==> src/rtl/mem_stage_lsu.sv <==
// Memory-stage load/store unit: formats store lanes, runs a req/ack bus cycle,
// stalls the pipeline while it is outstanding and extends load data.
// Build option: define LSU_TIMEOUT_EN to abort transactions that wait TIMEOUT_CYCLES without an ack.
module mem_stage_lsu #(
  parameter int ADDR_W         = 32,
  parameter int TIMEOUT_CYCLES = 64
) (
  input  logic              i_clk,
  input  logic              i_rst,
  input  logic [31:0]       i_addr_m,
  input  logic [31:0]       i_wdata_m,
  input  logic              i_mem_write_m,
  input  logic              i_mem_read_m,
  input  logic [2:0]        i_funct3_m,
  output logic              o_bus_req,
  output logic              o_bus_we,
  output logic [ADDR_W-1:0] o_bus_addr,
  output logic [31:0]       o_bus_wdata,
  output logic [3:0]        o_bus_be,
  input  logic              i_bus_ack,
  input  logic [31:0]       i_bus_rdata,
  output logic              o_stall,
  output logic [31:0]       o_rdata_m,
  output logic              o_misaligned,
  output logic              o_bus_err
);

  localparam logic [1:0] IDLE = 2'd0;
  localparam logic [1:0] REQ  = 2'd1;
  localparam logic [1:0] DONE = 2'd2;

  logic [1:0]        state_q, state_d;
  logic              req_q, req_d;
  logic              we_q, we_d;
  logic [ADDR_W-1:0] addr_q, addr_d;
  logic [31:0]       wdata_q, wdata_d;
  logic [3:0]        be_q, be_d;
  logic [31:0]       rdata_q, rdata_d;
  logic              misaligned_q, misaligned_d;
  logic [2:0]        funct3_q, funct3_d;
  logic [1:0]        offset_q, offset_d;

  logic              access;
  logic [1:0]        offset;
  logic              is_half;
  logic              is_word;
  logic              misaligned;
  logic [3:0]        be_fmt;
  logic [31:0]       wdata_fmt;
  logic              timeout;
  logic              stall;

  assign access     = i_mem_write_m | i_mem_read_m;
  assign offset     = i_addr_m[1:0];
  assign is_half    = (i_funct3_m[1:0] == 2'b01);
  assign is_word    = i_funct3_m[1];
  assign misaligned = (is_half & offset[0]) | (is_word & (|offset));

  // Selects the addressed byte/half of the bus word and extends it; funct3[2] means unsigned.
  function automatic logic [31:0] fmt_load(input logic [31:0] word,
                                           input logic [1:0]  off,
                                           input logic [2:0]  f3);
    logic [7:0]  b;
    logic [15:0] h;
    case (off)
      2'd0:    b = word[7:0];
      2'd1:    b = word[15:8];
      2'd2:    b = word[23:16];
      default: b = word[31:24];
    endcase
    h = off[1] ? word[31:16] : word[15:0];
    case (f3[1:0])
      2'b00:   fmt_load = {{24{b[7] & ~f3[2]}}, b};
      2'b01:   fmt_load = {{16{h[15] & ~f3[2]}}, h};
      default: fmt_load = word;
    endcase
  endfunction

  // Store data is replicated across lanes so the byte enables alone pick the target bytes.
  always_comb begin
    // NOTE: every output of a combinational block gets a default first; a path
    // that leaves one unassigned would infer a latch.
    be_fmt    = 4'b1111;
    wdata_fmt = i_wdata_m;
    case (i_funct3_m[1:0])
      2'b00: begin
        wdata_fmt = {4{i_wdata_m[7:0]}};
        if (i_mem_write_m) be_fmt = 4'b0001 << offset;
      end
      2'b01: begin
        wdata_fmt = {2{i_wdata_m[15:0]}};
        if (i_mem_write_m) be_fmt = offset[1] ? 4'b1100 : 4'b0011;
      end
      default: ;
    endcase
  end

`ifdef LSU_TIMEOUT_EN
  localparam int CNT_W = $clog2(TIMEOUT_CYCLES) + 1;

  logic [CNT_W-1:0] wait_cnt_q;
  logic             err_q;

  // Counter is held at zero outside REQ, so every REQ entry starts a fresh wait.
  always_ff @(posedge i_clk) begin
    if (i_rst || (state_q != REQ)) wait_cnt_q <= '0;
    else                           wait_cnt_q <= wait_cnt_q + 1'b1;
  end

  assign timeout = (state_q == REQ) && !i_bus_ack &&
                   (wait_cnt_q == CNT_W'(TIMEOUT_CYCLES - 1));

  always_ff @(posedge i_clk) begin
    if (i_rst) err_q <= 1'b0;
    else       err_q <= timeout;
  end

  assign o_bus_err = err_q;
`else
  assign timeout   = 1'b0;
  assign o_bus_err = 1'b0;

  if (TIMEOUT_CYCLES < 1) begin : g_timeout_cfg_unused
  end
`endif

  always_comb begin
    state_d      = state_q;
    req_d        = req_q;
    we_d         = we_q;
    addr_d       = addr_q;
    wdata_d      = wdata_q;
    be_d         = be_q;
    rdata_d      = rdata_q;
    funct3_d     = funct3_q;
    offset_d     = offset_q;
    misaligned_d = 1'b0;
    stall        = 1'b0;
    case (state_q)
      IDLE: begin
        if (access && misaligned) begin
          misaligned_d = 1'b1;
          rdata_d      = '0;
        end else if (access) begin
          stall    = 1'b1;
          req_d    = 1'b1;
          we_d     = i_mem_write_m;
          addr_d   = {i_addr_m[ADDR_W-1:2], 2'b00};
          wdata_d  = wdata_fmt;
          be_d     = be_fmt;
          funct3_d = i_funct3_m;
          offset_d = offset;
          state_d  = REQ;
        end
      end
      REQ: begin
        stall = 1'b1;
        if (i_bus_ack) begin
          req_d   = 1'b0;
          if (!we_q) rdata_d = fmt_load(i_bus_rdata, offset_q, funct3_q);
          state_d = DONE;
        end else if (timeout) begin
          req_d   = 1'b0;
          rdata_d = '0;
          state_d = DONE;
        end
      end
      // The pipeline advances at the end of DONE, so the instruction is never reissued.
      DONE:    state_d = IDLE;
      default: state_d = IDLE;
    endcase
  end

  always_ff @(posedge i_clk) begin
    // NOTE: sequential state uses non-blocking assignments so every register
    // samples the pre-edge values regardless of statement order.
    if (i_rst) begin
      state_q      <= IDLE;
      req_q        <= 1'b0;
      we_q         <= 1'b0;
      addr_q       <= '0;
      wdata_q      <= '0;
      be_q         <= '0;
      rdata_q      <= '0;
      funct3_q     <= '0;
      offset_q     <= '0;
      misaligned_q <= 1'b0;
    end else begin
      state_q      <= state_d;
      req_q        <= req_d;
      we_q         <= we_d;
      addr_q       <= addr_d;
      wdata_q      <= wdata_d;
      be_q         <= be_d;
      rdata_q      <= rdata_d;
      funct3_q     <= funct3_d;
      offset_q     <= offset_d;
      misaligned_q <= misaligned_d;
    end
  end

  assign o_bus_req    = req_q;
  assign o_bus_we     = we_q;
  assign o_bus_addr   = addr_q;
  assign o_bus_wdata  = wdata_q;
  assign o_bus_be     = be_q;
  assign o_rdata_m    = rdata_q;
  assign o_misaligned = misaligned_q;
  assign o_stall      = stall;

endmodule

==> config.mk <==
export PLATFORM = sky130hd
export DESIGN_NAME = mem_stage_lsu
export DESIGN_NICKNAME = d
export VERILOG_FILES = /design/src/rtl/mem_stage_lsu.sv
export SDC_FILE = /design/constraint.sdc
export NUM_CORES = 1
export LEC_CHECK = 0
export ABC_AREA = 1
export BUFFER_PORTS_ARGS = -buffer_cell sky130_fd_sc_hd__buf_2
export CAP_MARGIN = 20
export CORE_MARGIN = 2
export CORE_UTILIZATION = 51
export DETAILED_ROUTE_END_ITERATION = 10
export PLACE_DENSITY = 0.92
export SETUP_SLACK_MARGIN = 0.2
export SYNTH_ARGS = -nofsm -noshare
export SYNTH_HDL_FRONTEND = slang
export SYNTH_SLANG_ARGS = --single-unit
==> constraint.sdc <==
create_clock -name i_clk -period 1.93 [get_ports i_clk]
set_input_delay 0.0965 -clock i_clk [delete_from_list [all_inputs] [get_ports i_clk]]
set_output_delay 0.0965 -clock i_clk [all_outputs]
set_load 0.02 [all_outputs]
==> impl_metrics.tcl <==
set metrics [dict create \
    cts.root.buffer_cell "clkbuf_8" \
    power_density_mw_per_mm2 832 \
    async_flop_share 0 \
    wl_met3_mm 1.77 \
    avgSynthCellArea_um2 7.09 \
    synth_top_area_cell "dfxtp_1" \
    drcViolationCount 0 \
    drive_gt1_frac 0.288 \
    cts_tree "built" \
    holdCritPathClass "in -> reg" \
    p_leak_nw 3.03 \
    finClkSkew_ns 0.0209 \
    drv_cap 0 \
    path_class "reg -> reg" \
    tightest_slew_ns 0.778 \
    antenna_left 0 \
    slowest_delay_ns 0.63 \
    gr-total-overflow 0 \
    dieArea_mm2 0.0100 \
    wl_met2_mm 8.37 \
    final_nets 999 \
    critPathMaxFanout 16 \
    status "finished with violations" \
    critPathMostFrequentCell "nor2_2" \
    netlist_instances 666 \
    synth_cell_types 28 \
    top_layer "met4" \
    num_rows 35 \
    dr.pass1.iters 6 \
    wl_per_cell_um 16.9 \
    clk_latency_ns 0.39 \
    synth.top_cell.area_share 0.458 \
    grt_pass1_vias 5065 \
    antenna_found_initial 0 \
    initial_core_util 0.519 \
    synth-edff-count 0 \
    ys_warn_count 0 \
    fmax_mhz 605 \
    netlist_area_mm2 0.00472 \
    cts_inserted_buffers 9 \
    fin_crit_ns 1.65 \
    endpoint_kind "flop" \
    synth.area.top_cells "dfxtp_1 46%, nand2_1 17%, a21oi_1 13%" \
    tns_ns 0 \
    setup_viol 0 \
    core_mm2 0.00911 \
    postCtsSetupRepairBufs 0 \
    grt_first_pass_wirelength_mm 25.3 \
    boundaryPins 209 \
    cp_cell_sequence "nor2_2 > nand4_1 > inv_2 > nor2_2 > nand2_1 > a21oi_1" \
    rsz0062_at_grt "yes" \
    instances_no_fill 1011 \
    fin_crit_sh 0.856 \
    startpoint_type "flop" \
    place.gp.congestion 0.899 \
    area_growth_pct 36.3 \
    failed_checks "negative hold slack" \
    clock_sinks 108 \
    grtUsageTotal 0.320 \
    drt-initial-drc-count 431 \
    fin_hold_ws_ns -0.00292 \
    max-slew-margin-rel 0.481 \
    dpl.cell_count 950 \
    ir_drop_uv 592 \
    clockBufferDepth 2 \
    antenna_cells 0 \
    io_buffers 205 \
    slew_viol_final 0 \
    yosysMostFrequentCell "nand2_1" \
    cts.clk_slew.worst_paths_ns 0.13 \
    wl_mm 17.1 \
    netlist_top_cells_count "217 x nand2_1, 121 x a21oi_1, 108 x dfxtp_1" \
    ys.flop_type "dfxtp_1" \
    hold_viol 1 \
    ys_ff_latch 108 \
    hpwl_mm 10.2 \
    crit_required_ns 2.24 \
    worstPathArrival_ns 1.96 \
    final_util 0.707 \
    die_w_um 100 \
    crit_slowest_cell "nor2_2" \
    grt_max_degree 67 \
    vias 5669 \
    cts-htree-levels 3 \
    vias_per_cell 5.61 \
    die_h_um 100 \
    drt-met1-wl_mm 6.21 \
    ys_seq_area_frac 0.458 \
]
-- flip-flops by register name, summed over array words and instances (netlist names) --
register	count
funct3_q	3
o_bus_addr	30
o_bus_be	4
o_bus_req	1
o_bus_wdata	32
o_bus_we	1
o_misaligned	1
o_rdata_m	32
offset_q	2
state_q	2
-- final timing paths --
kind	slack, ns	to	cells after the start	start
worst max register to register	0.28	o_rdata_m[27]	6	state_q[1]
worst max-delay path	0.28	o_rdata_m[27]	6	state_q[1]
worst min-delay path	-0.003	o_bus_wdata[27]	3	i_wdata_m[27]
worst min register to register	0.47	o_rdata_m[24]	2	o_rdata_m[24]
-- power breakdown --
part	total (mW)	internal [mW]	switching [mW]
combinational	1.33	0.469	0.862
sequential	2.49	2.39	0.104
clock	1.53	0.647	0.886
-- final cells by class --
class	count	area, um2
fill	694	2670
multi-input combinational	475	2170
sequential	108	2160
timing repair buffer	262	1590
inverter	39	148
tap	111	139
clock buffer	9	124
clock inverter	7	105
-- routing by layer --
| metal | GRT usage | vias to the layer above |
|---|---|---|
| met5 | 0 | - |
| met4 | 0.149 | 0 |
| met3 | 0.0689 | 76 |
| met2 | 0.553 | 413 |
| met1 | 0.379 | 2545 |
| li1 | - | 2635 |
-- placed cells by master (no fill, tap or decap), drive strengths merged --
| cell | Yosys | routed |
|---|---|---|
| nor3 | 2 | 2 |
| bufinv | 0 | 1 |
| dfxtp | 108 | 108 |
| o22ai | 1 | 1 |
| nand2 | 217 | 217 |
| nor2 | 18 | 19 |
| o21ai | 53 | 53 |
| clkinv | 0 | 4 |
| nand4 | 2 | 2 |
| dlygate4sd3 | 0 | 44 |
| clkbuf | 16 | 9 |
| o21a | 1 | 1 |
| o211ai | 2 | 2 |
| nor4 | 1 | 1 |
| nand3 | 35 | 35 |
| a21oi | 121 | 121 |
| inv | 39 | 41 |
| buf | 31 | 218 |
| or2 | 9 | 9 |
| a31oi | 8 | 8 |
| nand3b | 1 | 1 |
| conb | 1 | 3 |
-- worst max-delay path, delay by kind of cell, from the launching register on --
kind	cells	cell delay, ns
AND/OR/NAND/NOR	4	0.96
flip-flops	1	0.36
AO/OA/AOI/OAI	1	0.17
buffers and inverters	1	0.10
-- cells by family after synthesis --
group	after synthesis	share of synthesized area
AO/OA/AOI/OAI	186	0.201
AND/OR/NAND/NOR	285	0.253
flip-flops	108	0.458
buffers and inverters	86	0.0877
other	1	0.000794
-- through the flow --
stage	power [mW]	instance area [um2]	setup slack, ns
after floorplan	3.32	4730	0.613
after detailed placement	3.71	5750	0.145
after CTS	5.27	6420	0.240
final	5.35	6440	0.278
after global placement	3.69	5750	0.195
after global routing	5.56	6440	0.194
-- timing repair --
action	in CTS	in global routing
hold buffers	44	0
setup endpoints to repair	0	37
resized for setup	0	5
endpoints found under the hold margin	44	0
No activity file was read; power rests on OpenSTA's default activity.
